$ cat src/rtl/mag_power_scheduler.sv
// Magnetron cook sequencer: turns panel buttons, door and timer status into a cook
// state and a duty-cycled magnetron enable (power_level ticks on out of WINDOW).
// Optional done beep is compiled in with `define MAG_DONE_BEEP_EN.
module mag_power_scheduler #(
    parameter int WINDOW     = 10,
    parameter int CW         = 4,
    parameter int BEEP_TICKS = 3
) (
    input  logic          clk,
    input  logic          rst,
    input  logic          startn,
    input  logic          stopn,
    input  logic          clearn,
    input  logic          door_closed,
    input  logic          timer_done,
    input  logic          tick,
    input  logic [CW-1:0] power_level,
    output logic [1:0]    state,
    output logic          mag_on,
    output logic          beep
);

    typedef enum logic [1:0] {
        StIdle  = 2'b00,
        StCook  = 2'b01,
        StPause = 2'b10,
        StDone  = 2'b11
    } state_t;

    localparam logic [CW-1:0] WinMax  = CW'(WINDOW);
    localparam logic [CW-1:0] WinLast = CW'(WINDOW - 1);

    // Reject configurations the counter or beep logic cannot represent.
    if ((1 << CW) <= WINDOW) begin : g_bad_cw
        $error("CW too narrow for WINDOW");
    end
    if (BEEP_TICKS < 1) begin : g_bad_beep
        $error("BEEP_TICKS must be at least 1");
    end

    state_t        state_q, state_d;
    logic [CW-1:0] win_q, win_d;
    logic [CW-1:0] level_q, level_d;
    logic          start_q, stop_q, clear_q;
    logic          start_raw, stop_raw, clear_raw;
    logic          start_ev, stop_ev, clear_ev;
    logic [CW-1:0] level_cap;

    // Falling-edge detect; only the highest-priority event acts (clear > stop > start).
    assign start_raw = start_q & ~startn;
    assign stop_raw  = stop_q & ~stopn;
    assign clear_raw = clear_q & ~clearn;
    assign clear_ev  = clear_raw;
    assign stop_ev   = stop_raw & ~clear_raw;
    assign start_ev  = start_raw & ~stop_raw & ~clear_raw;

    assign level_cap = (power_level > WinMax) ? WinMax : power_level;

    // Button history, state, window counter and captured power level.
    always_ff @(posedge clk) begin
        if (rst) begin
            start_q <= 1'b1;
            stop_q  <= 1'b1;
            clear_q <= 1'b1;
            state_q <= StIdle;
            win_q   <= '0;
            level_q <= '0;
        end else begin
            start_q <= startn;
            stop_q  <= stopn;
            clear_q <= clearn;
            state_q <= state_d;
            win_q   <= win_d;
            level_q <= level_d;
        end
    end

    // Next-state, window advance and level capture.
    always_comb begin
        state_d = state_q;
        win_d   = win_q;
        level_d = level_q;
        unique case (state_q)
            StIdle: begin
                if (start_ev && door_closed && !timer_done && (power_level != '0)) begin
                    state_d = StCook;
                    level_d = level_cap;
                end
            end
            StCook: begin
                if (tick) begin
                    win_d = (win_q == WinLast) ? '0 : win_q + 1'b1;
                end
                if (clear_ev) begin
                    state_d = StIdle;
                end else if (stop_ev || !door_closed) begin
                    state_d = StPause;
                end else if (timer_done) begin
                    state_d = StDone;
                end
            end
            StPause: begin
                // Resume keeps the frozen window position.
                if (clear_ev || stop_ev) begin
                    state_d = StIdle;
                end else if (start_ev && door_closed && !timer_done) begin
                    state_d = StCook;
                    level_d = level_cap;
                end
            end
            StDone: begin
                if (clear_ev || stop_ev || !door_closed) begin
                    state_d = StIdle;
                end
            end
            default: state_d = StIdle;
        endcase
        if (state_d == StIdle) begin
            win_d = '0;
        end
    end

    // Door term is combinational so an opening door cuts power before the state updates.
    assign mag_on = (state_q == StCook) && (win_q < level_q) && door_closed;
    assign state  = state_q;

`ifdef MAG_DONE_BEEP_EN
    localparam int BW = $clog2(BEEP_TICKS + 1);

    logic          beep_q;
    logic [BW-1:0] beep_cnt_q;

    // Beep for BEEP_TICKS ticks after entering DONE; cleared on leaving DONE.
    always_ff @(posedge clk) begin
        if (rst) begin
            beep_q     <= 1'b0;
            beep_cnt_q <= '0;
        end else if (state_d == StDone && state_q != StDone) begin
            beep_q     <= 1'b1;
            beep_cnt_q <= BW'(BEEP_TICKS);
        end else if (state_d != StDone) begin
            beep_q     <= 1'b0;
            beep_cnt_q <= '0;
        end else if (tick && beep_cnt_q != '0) begin
            beep_cnt_q <= beep_cnt_q - 1'b1;
            if (beep_cnt_q == BW'(1)) begin
                beep_q <= 1'b0;
            end
        end
    end

    assign beep = beep_q;
`else
    assign beep = 1'b0;
`endif

endmodule

$ cat config.mk
export PLATFORM = sky130hd
export DESIGN_NAME = mag_power_scheduler
export DESIGN_NICKNAME = d
export VERILOG_FILES = /design/src/rtl/mag_power_scheduler.sv
export SDC_FILE = /design/constraint.sdc
export NUM_CORES = 1
export LEC_CHECK = 0
export BUFFER_PORTS_ARGS = -buffer_cell sky130_fd_sc_hd__buf_2
export CAP_MARGIN = 20
export CORE_UTILIZATION = 49
export CTS_BUF_LIST = sky130_fd_sc_hd__clkbuf_4
export CTS_CLUSTER_SIZE = 40
export DETAILED_ROUTE_END_ITERATION = 8
export GPL_ROUTABILITY_DRIVEN = 0
export PLACE_DENSITY = 0.83
export SYNTH_ARGS = -nofsm -noshare
export SYNTH_HDL_FRONTEND = slang
export SYNTH_SLANG_ARGS = --single-unit
$ cat constraint.sdc
create_clock -name clk -period 1.8 [get_ports clk]
set_clock_uncertainty 0.2 [all_clocks]
set_input_delay 0.36 -clock clk [delete_from_list [all_inputs] [get_ports clk]]
set_output_delay 0.36 -clock clk [all_outputs]
set_load 0.1 [all_outputs]
Word level (Yosys, flattened, before mapping)
Index checks and enable logic that the tools add are counted.

word-level totals
  logic and storage cells = 58
  register bits after elaboration = 13
  bits of input ports = 12
  output and inout bits = 4

operators by class
  reductions and logical operators = 17
  add/sub/neg operators = 1
  bitwise gates (word level) = 11
  muxes and demuxes = 14
  $lt $le $gt $ge = 2
  equal/unequal tests = 7

operators with widths
  cell                 count
  $mux 4               5
  $mux 2               7
  $pmux 2 s4           1
  $pmux 4 s2           1
  $and 1x1->1          6
  $ne 2x2->1 const B   3
  $logic_and 1x1->1    5
  $not 1->1            5
  $add 4x1->4 const B  1
  $eq 2x2->1 const B   2
  $eq 4x4->1 const B   1
  $gt 4x4->1 const B   1
  $logic_not 2->1      2
  $lt 4x4->1           1
  $reduce_and 4->1     1
  $reduce_bool 4->1    1
  $logic_or 1x1->1     3
  $eq 2x1->1 const B   1
  $logic_not 1->1      2
  $reduce_and 2->1     1
  $reduce_bool 2->1    1
  $reduce_or 2->1      1

Longest topological paths before layout
Gate-level depths: netlist of the first run.

  depth in word-level cells = 12
  mapped depth = 5
  depth with buffers taken out = 5

Worst setup path before layout of the first run
OpenSTA, ideal clock, no wires.

  path kind = register to output
  from = register state_q[0] (netlist: state[0])
  to = output mag_on
  path slack = -1.858 ns
  stages on the path, launching flop included = 4
  data arrival time = 3.098 ns
  path through = dfxtp_1 buf_6 nand2b_1 a2111oi_2

on the way
  word-level cells in the longest chain between the ends = 3

ends and longest elaborated chain
  item                            line  RTL
  start, declared                 41    state_t state_q, state_d;
  start signal, assigned          65    state_q <= StIdle;
  start signal, assigned          72    state_q <= state_d;
  $eq 2x1->1                      124   assign mag_on = (state_q == StCook) && (win_q < level_q) && door_closed;
  $logic_and 1x1->1 (2 in a row)  124
  end, declared                   19    output logic mag_on,

Every way passes these cells.

Worst setup path in the final report of the first run
  from = register level_q[1]
  to = output mag_on

on the way
  word-level cells in the longest chain between the ends = 3

ends and longest elaborated chain
  item                            line  RTL
  start, declared                 43    logic [CW-1:0] level_q, level_d;
  start signal, assigned          74    level_q <= level_d;
  $lt 4x4->1                      124
  $logic_and 1x1->1 (2 in a row)  124

Every way passes these cells.

==> impl_metrics.ini, run 1 <==
[outcome]
status = finished, violations left
failed_checks = negative setup slack

[place]
hpwlAfterDp_um = 1220
numPortBuffers = 14
placed_cells = 115
place_area_um2 = 876
dp_slack_ns = -0.316

[detailed_routing]
final_antenna_net_count = 0
drc = 0
route.vias.total = 678
wl_per_cell_um = 13.3
vias_per_cell = 5.65
first_pass_iters = 4
routed_wl_um = 1600
drt-initial-drc-count = 30

[pwr]
swShare = 0.258
p_int_w = 0.000417
p_sw_w = 0.000145
power_frac_comb = 0.126
max-vdd-ir-drop_v = 0.000517
clkPwrFrac = 0.354
p_leak_nw = 0.409
powerDensity_nw_per_um2 = 606
seqPwrFrac = 0.520

[worst_setup_path]
crit_required_ns = 1.24
arrival_ns = 1.80
crit_path_max_fanout = 2
worstSetupPathType = flop to output port
rrSetupSlack_ns = 0.14
reg2regPathDepth = 4
cp-end-kind = output port
worstReg2RegStart = stop_q
cp-start-kind = flop
r2r-end = level_q[1]

[hold_path]
hold_path_depth = 2
hold_class = input port to flop
hold_start = startn
whs_endpoint = start_q

[yosys]
synth_area_leaders = dfxtp_1 (36%), a21oi_1 (6.2%), ha_1 (5.2%)
synth_common_cells = dfxtp_1 (13), a21oi_1 (9), inv_1 (9)
synth_most_common_cell = dfxtp_1
synth_top_cell_by_area = dfxtp_1
ys_ff_latch = 13
syn-num-nets = 98
seq_area_frac_synth = 0.357
synth_edf_count = 0
synth_area_um2 = 728
ys.flop_type = dfxtp_1
async_reset_ff_frac = 0
synth.avg_cell_area_um2 = 8.77
ys_types = 34
yosysWarnings = 0
synth_cells = 83
yosysTopAreaCellShare = 0.357

[sta]
report.final.slew_viol_count = 0
max_freq_ghz = 0.423
setup_viol = 1
hold_violations = 0
finalWorstSetupSlack_ns = -0.563
rsz0062_at_grt = true
hold_ws_ns = 0.0836
period_share = 1.31
fin_crit_ns = 2.36

[final_layout]
drive_above_1_share = 0.362
antenna_cells = 0
nNetsFinal = 121
stdcell_count = 120
num-fill-cells = 108
area_growth_pct = 27.5
fin_area_um2 = 928

[floorplanning]
die_w_um = 40.6
die_area_um2 = 1640
boundaryPins = 16
core_area_um2 = 1330
rows = 13
initial_core_util = 0.546
fp.dieH_um = 40.6

[run]
cap_violations = 0

[global_routing]
antenna_found_initial = 0
grt.overflow.total = 0
grt_pass1_vias = 581
grt_pass1_wl_um = 2310
grt_max_degree = 11
track_usage = 0.216

[clock_network]
clk_pin_slew_worst_paths_ns = 0.09
clk_path_buf_depth = 2
clock_sinks = 13
cts_tree = built
cts_root_buf = clkbuf_4
cts.htree.levels = 1
cts_made_buffers = 3
postCtsHoldBufs = 0
clk_latency_ns = 0.28
-- how the worst max path moves through the flow --
stage | end | cells past startpoint | slack (ns) | startpoint
floorplan | mag_on | 4 | -0.88 | win_q[1]
global placement | mag_on | 6 | -0.31 | level_q[1]
detailed placement | mag_on | 6 | -0.32 | level_q[1]
CTS | mag_on | 6 | -0.57 | level_q[1]
global route | mag_on | 6 | -0.64 | level_q[1]
finish | mag_on | 6 | -0.56 | level_q[1]
-- power by group through the flow --
stage	Clock [W]	Combinational, W	Sequential [W]
after floorplan	0	0.0000410	0.000302
after global placement	0	0.0000660	0.000299
after detailed placement	0	0.0000672	0.000300
after CTS	0.000200	0.0000697	0.000293
after global routing	0.000210	0.0000760	0.000294
final	0.000199	0.0000707	0.000293
-- logic make-up (layout without fill, tap and decap cells) --
| family | Yosys count | in the layout | share of synthesized area |
|---|---|---|---|
| adders and majority gates | 3 | 3 | 0.0516 |
| buffers and inverters | 12 | 34 | 0.0773 |
| xor gates and xnor gates | 2 | 2 | 0.0241 |
| AOI/OAI and AO/OA | 25 | 25 | 0.220 |
| DFF | 13 | 13 | 0.357 |
| and+or+nand+nor | 26 | 26 | 0.251 |
| other | 1 | 1 | 0.00515 |
| muxes | 1 | 1 | 0.0137 |
-- per-stage QoR --
step | TNS, ns | power [W] | utilization
floorplan | -0.883 | 0.000343 | -
global placement | -0.306 | 0.000365 | 0.657
detailed placement | -0.316 | 0.000367 | 0.657
CTS | -0.572 | 0.000562 | 0.694
global route | -0.640 | 0.000579 | 0.696
finish | -0.563 | 0.000563 | 0.696
-- cells in the final DEF (no fill, tap or decap), types with 3 or more instances in the layout --
master and n:
dfxtp_1 9, inv_1 8, a21o_1 3, buf_2 13, or2_2 3, a21oi_1 9
clkbuf_4 4, buf_4 7, nor3_1 4, o21ai_0 7, nand3_1 3
-- routing by layer --
metal	global-route usage	routed length, um	vias to the layer above
li1	-	-	346
met1	0.244	672	303
met2	0.381	846	25
met3	0.0500	67	4
met4	0.0917	14	0
met5	0	0	-
-- flip-flops by register name, summed over array words and instances (netlist names) --
| signal | flops |
|---|---|
| clear_q | 1 |
| level_q | 4 |
| win_q | 4 |
| state | 2 |
| stop_q | 1 |
| start_q | 1 |
-- worst max-delay path: stages (launching register included) --
cell	delay [ns]
dfxtp_2	0.34
inv_2	0.04
ha_4	0.20
a21o_1	0.15
a21o_1	0.18
a2111oi_4	0.40
buf_12	0.22
-- timing repair --
action | CTS | global route
resized for setup | 2 | 2
endpoints found under the setup margin | 1 | 2
cloned | 0 | 0
setup buffers | 1 | 0
pin swaps | 4 | 4
-- layout make-up --
type                    count  area [um2]  share of cell area
inverters                   9        33.8              0.0364
multi-input cells          58         438               0.472
repair buffers             21         138               0.148
clock buffers               4        30.0              0.0323
flip-flops and latches     13         270               0.291
well taps                  15        18.8              0.0202
Power figures use the tool's default switching activity.
==> inputs of run 2 (changes only) <==
ABC_AREA = 1   (was unset)
PLACE_DENSITY = 0.82   (was 0.83)
==> impl_metrics.ini, run 2 <==
[yosys]
synth_top_cell_by_area = dfxtp_1
synth_cells = 118
async_reset_ff_frac = 0
ys_ff_latch = 13
synth_area_leaders = dfxtp_1 (32%), nand2_1 (11%), inv_1 (7.8%)
synth_edf_count = 0
synth_common_cells = nand2_1 (23), inv_1 (17), dfxtp_1 (13), nor2_1 (13), a21oi_1 (7)
synth.avg_cell_area_um2 = 6.91
synth_area_um2 = 816
syn-num-nets = 133
yosysWarnings = 0
ys.flop_type = dfxtp_1
ys_types = 26
yosysTopAreaCellShare = 0.319
synth_most_common_cell = nand2_1
seq_area_frac_synth = 0.319

[floorplanning]
boundaryPins = 16
core_area_um2 = 1520
die_area_um2 = 1830
rows = 14
fp.dieH_um = 42.8
die_w_um = 42.8
initial_core_util = 0.535

[detailed_routing]
first_pass_iters = 4
drt-initial-drc-count = 13
final_antenna_net_count = 0
routed_wl_um = 1690
route.vias.total = 787
vias_per_cell = 5.01
drc = 0
wl_per_cell_um = 10.7

[global_routing]
antenna_found_initial = 0
grt_max_degree = 9
grt.overflow.total = 0
grt_pass1_vias = 712
grt_pass1_wl_um = 2880
track_usage = 0.215

[sta]
max_freq_ghz = 0.500
period_share = 1.11
rsz0062_at_grt = true
setup_viol = 1
fin_crit_ns = 2.00
tns_ns = -0.199
hold_violations = 0
hold_ws_ns = 0.0531
finalWorstSetupSlack_ns = -0.199
report.final.slew_viol_count = 0

[clock_network]
clk_path_buf_depth = 2
cts_root_buf = clkbuf_4
postCtsHoldBufs = 0
cts_tree = built
clock_sinks = 13
clk_latency_ns = 0.29
cts.htree.levels = 1
cts_made_buffers = 3
clk_pin_slew_worst_paths_ns = 0.08

[place]
place_area_um2 = 952
hpwlAfterDp_um = 1270
numPortBuffers = 14

[worst_setup_path]
crit_required_ns = 1.24
crit_slowest_cell = dfxtp_2
critPathMaxStageDelay_ns = 0.34
cp-end-kind = output port
worstSetupPathType = flop to output port
crit_path_cell_trace = inv_2 -> ha_4 -> a21oi_4 -> o21ai_2 -> nor3_4 -> buf_12
crit_path_max_fanout = 2
cp-start-kind = flop
arrival_ns = 1.44

[pwr]
max-vdd-ir-drop_v = 0.000356
finalPower_w = 0.000670
p_leak_nw = 0.506
powerDensity_nw_per_um2 = 637

[final_layout]
area_growth_pct = 29.0
final_common_cell = nand2_1
mostFrequentLayoutCells = nand2_1 (23), inv_1 (15), nor2_1 (13), buf_2 (13), dfxtp_1 (8)
fin_area_um2 = 1050
drive_above_1_share = 0.426
num-fill-cells = 122
antenna_cells = 0
nNetsFinal = 157

[outcome]
failed_checks = negative setup slack
status = finished, violations left

[run]
cap_violations = 0

[hold_path]
hold_class = input port to flop
[run 2: cell type report]
type	instances	area (um2)	area share
sequential	13	269	0.256
inverter	22	82.6	0.0785
timing repair buffer	20	130	0.124
clock buffer	4	30.0	0.0285
tap	16	20.0	0.0190
multi-input combinational	82	520	0.495
[run 2: where the power goes]
group	switching [W]	internal, W	total, W
Sequential	0.00000993	0.000301	0.000311
Combinational	0.000102	0.0000587	0.000161
Clock	0.0000970	0.000101	0.000198
Total	0.000209	0.000461	0.000670
[run 2: kinds of logic after synthesis]
family,Yosys count,share of synthesized area
simple gates,60,0.382
buf+inv,23,0.110
compound gates,17,0.127
flops,13,0.319
fa+ha+maj,3,0.0460
xor+xnor,1,0.0107
other cells,1,0.00460
[run 2: path summary, 6_finish.rpt]
path         startpoint          to  slack (ns)  cells past startpoint
max reg2reg    state[1]    win_q[3]        0.38                      8
max          level_q[1]      mag_on       -0.20                      6
min reg2reg  level_q[0]  level_q[0]        0.29                      2
min              clearn     clear_q        0.05                      3
[run 2: timing repair]
item / 4_1_cts / 5_1_grt
setup buffers: 2 / 1
pin swaps: 5 / 3
setup endpoints to repair: 1 / 1
hold endpoints to repair: 0 / 0
resized for setup: 10 / 1
[run 2: per-stage QoR]
| step | setup WS [ns] | instances | util |
|---|---|---|---|
| after global routing | -0.284 | 157 | 0.690 |
| after floorplan | -0.354 | 118 | - |
| after global placement | 0.0310 | 150 | 0.625 |
| final | -0.199 | 157 | 0.690 |
| after CTS | -0.281 | 156 | 0.681 |
| after detailed placement | 0.00996 | 150 | 0.625 |
[run 2: layer usage]
metal  global-route usage  part of all wire  up-vias
met5                    0                 0        -
met1                0.246              0.45      343
met4                0.150             0.031        0
met3               0.0383             0.036        5
li1                     -                 -      416
met2                0.358              0.48       23
[run 2: worst max-delay path: cells and delay by family, from the launching register on]
family                     cells  cell delay, ns
DFF                            1            0.34
buffers and inverters          2            0.25
adders and majority gates      1            0.23
AOI/OAI and AO/OA              2            0.19
and+or+nand+nor                1            0.15
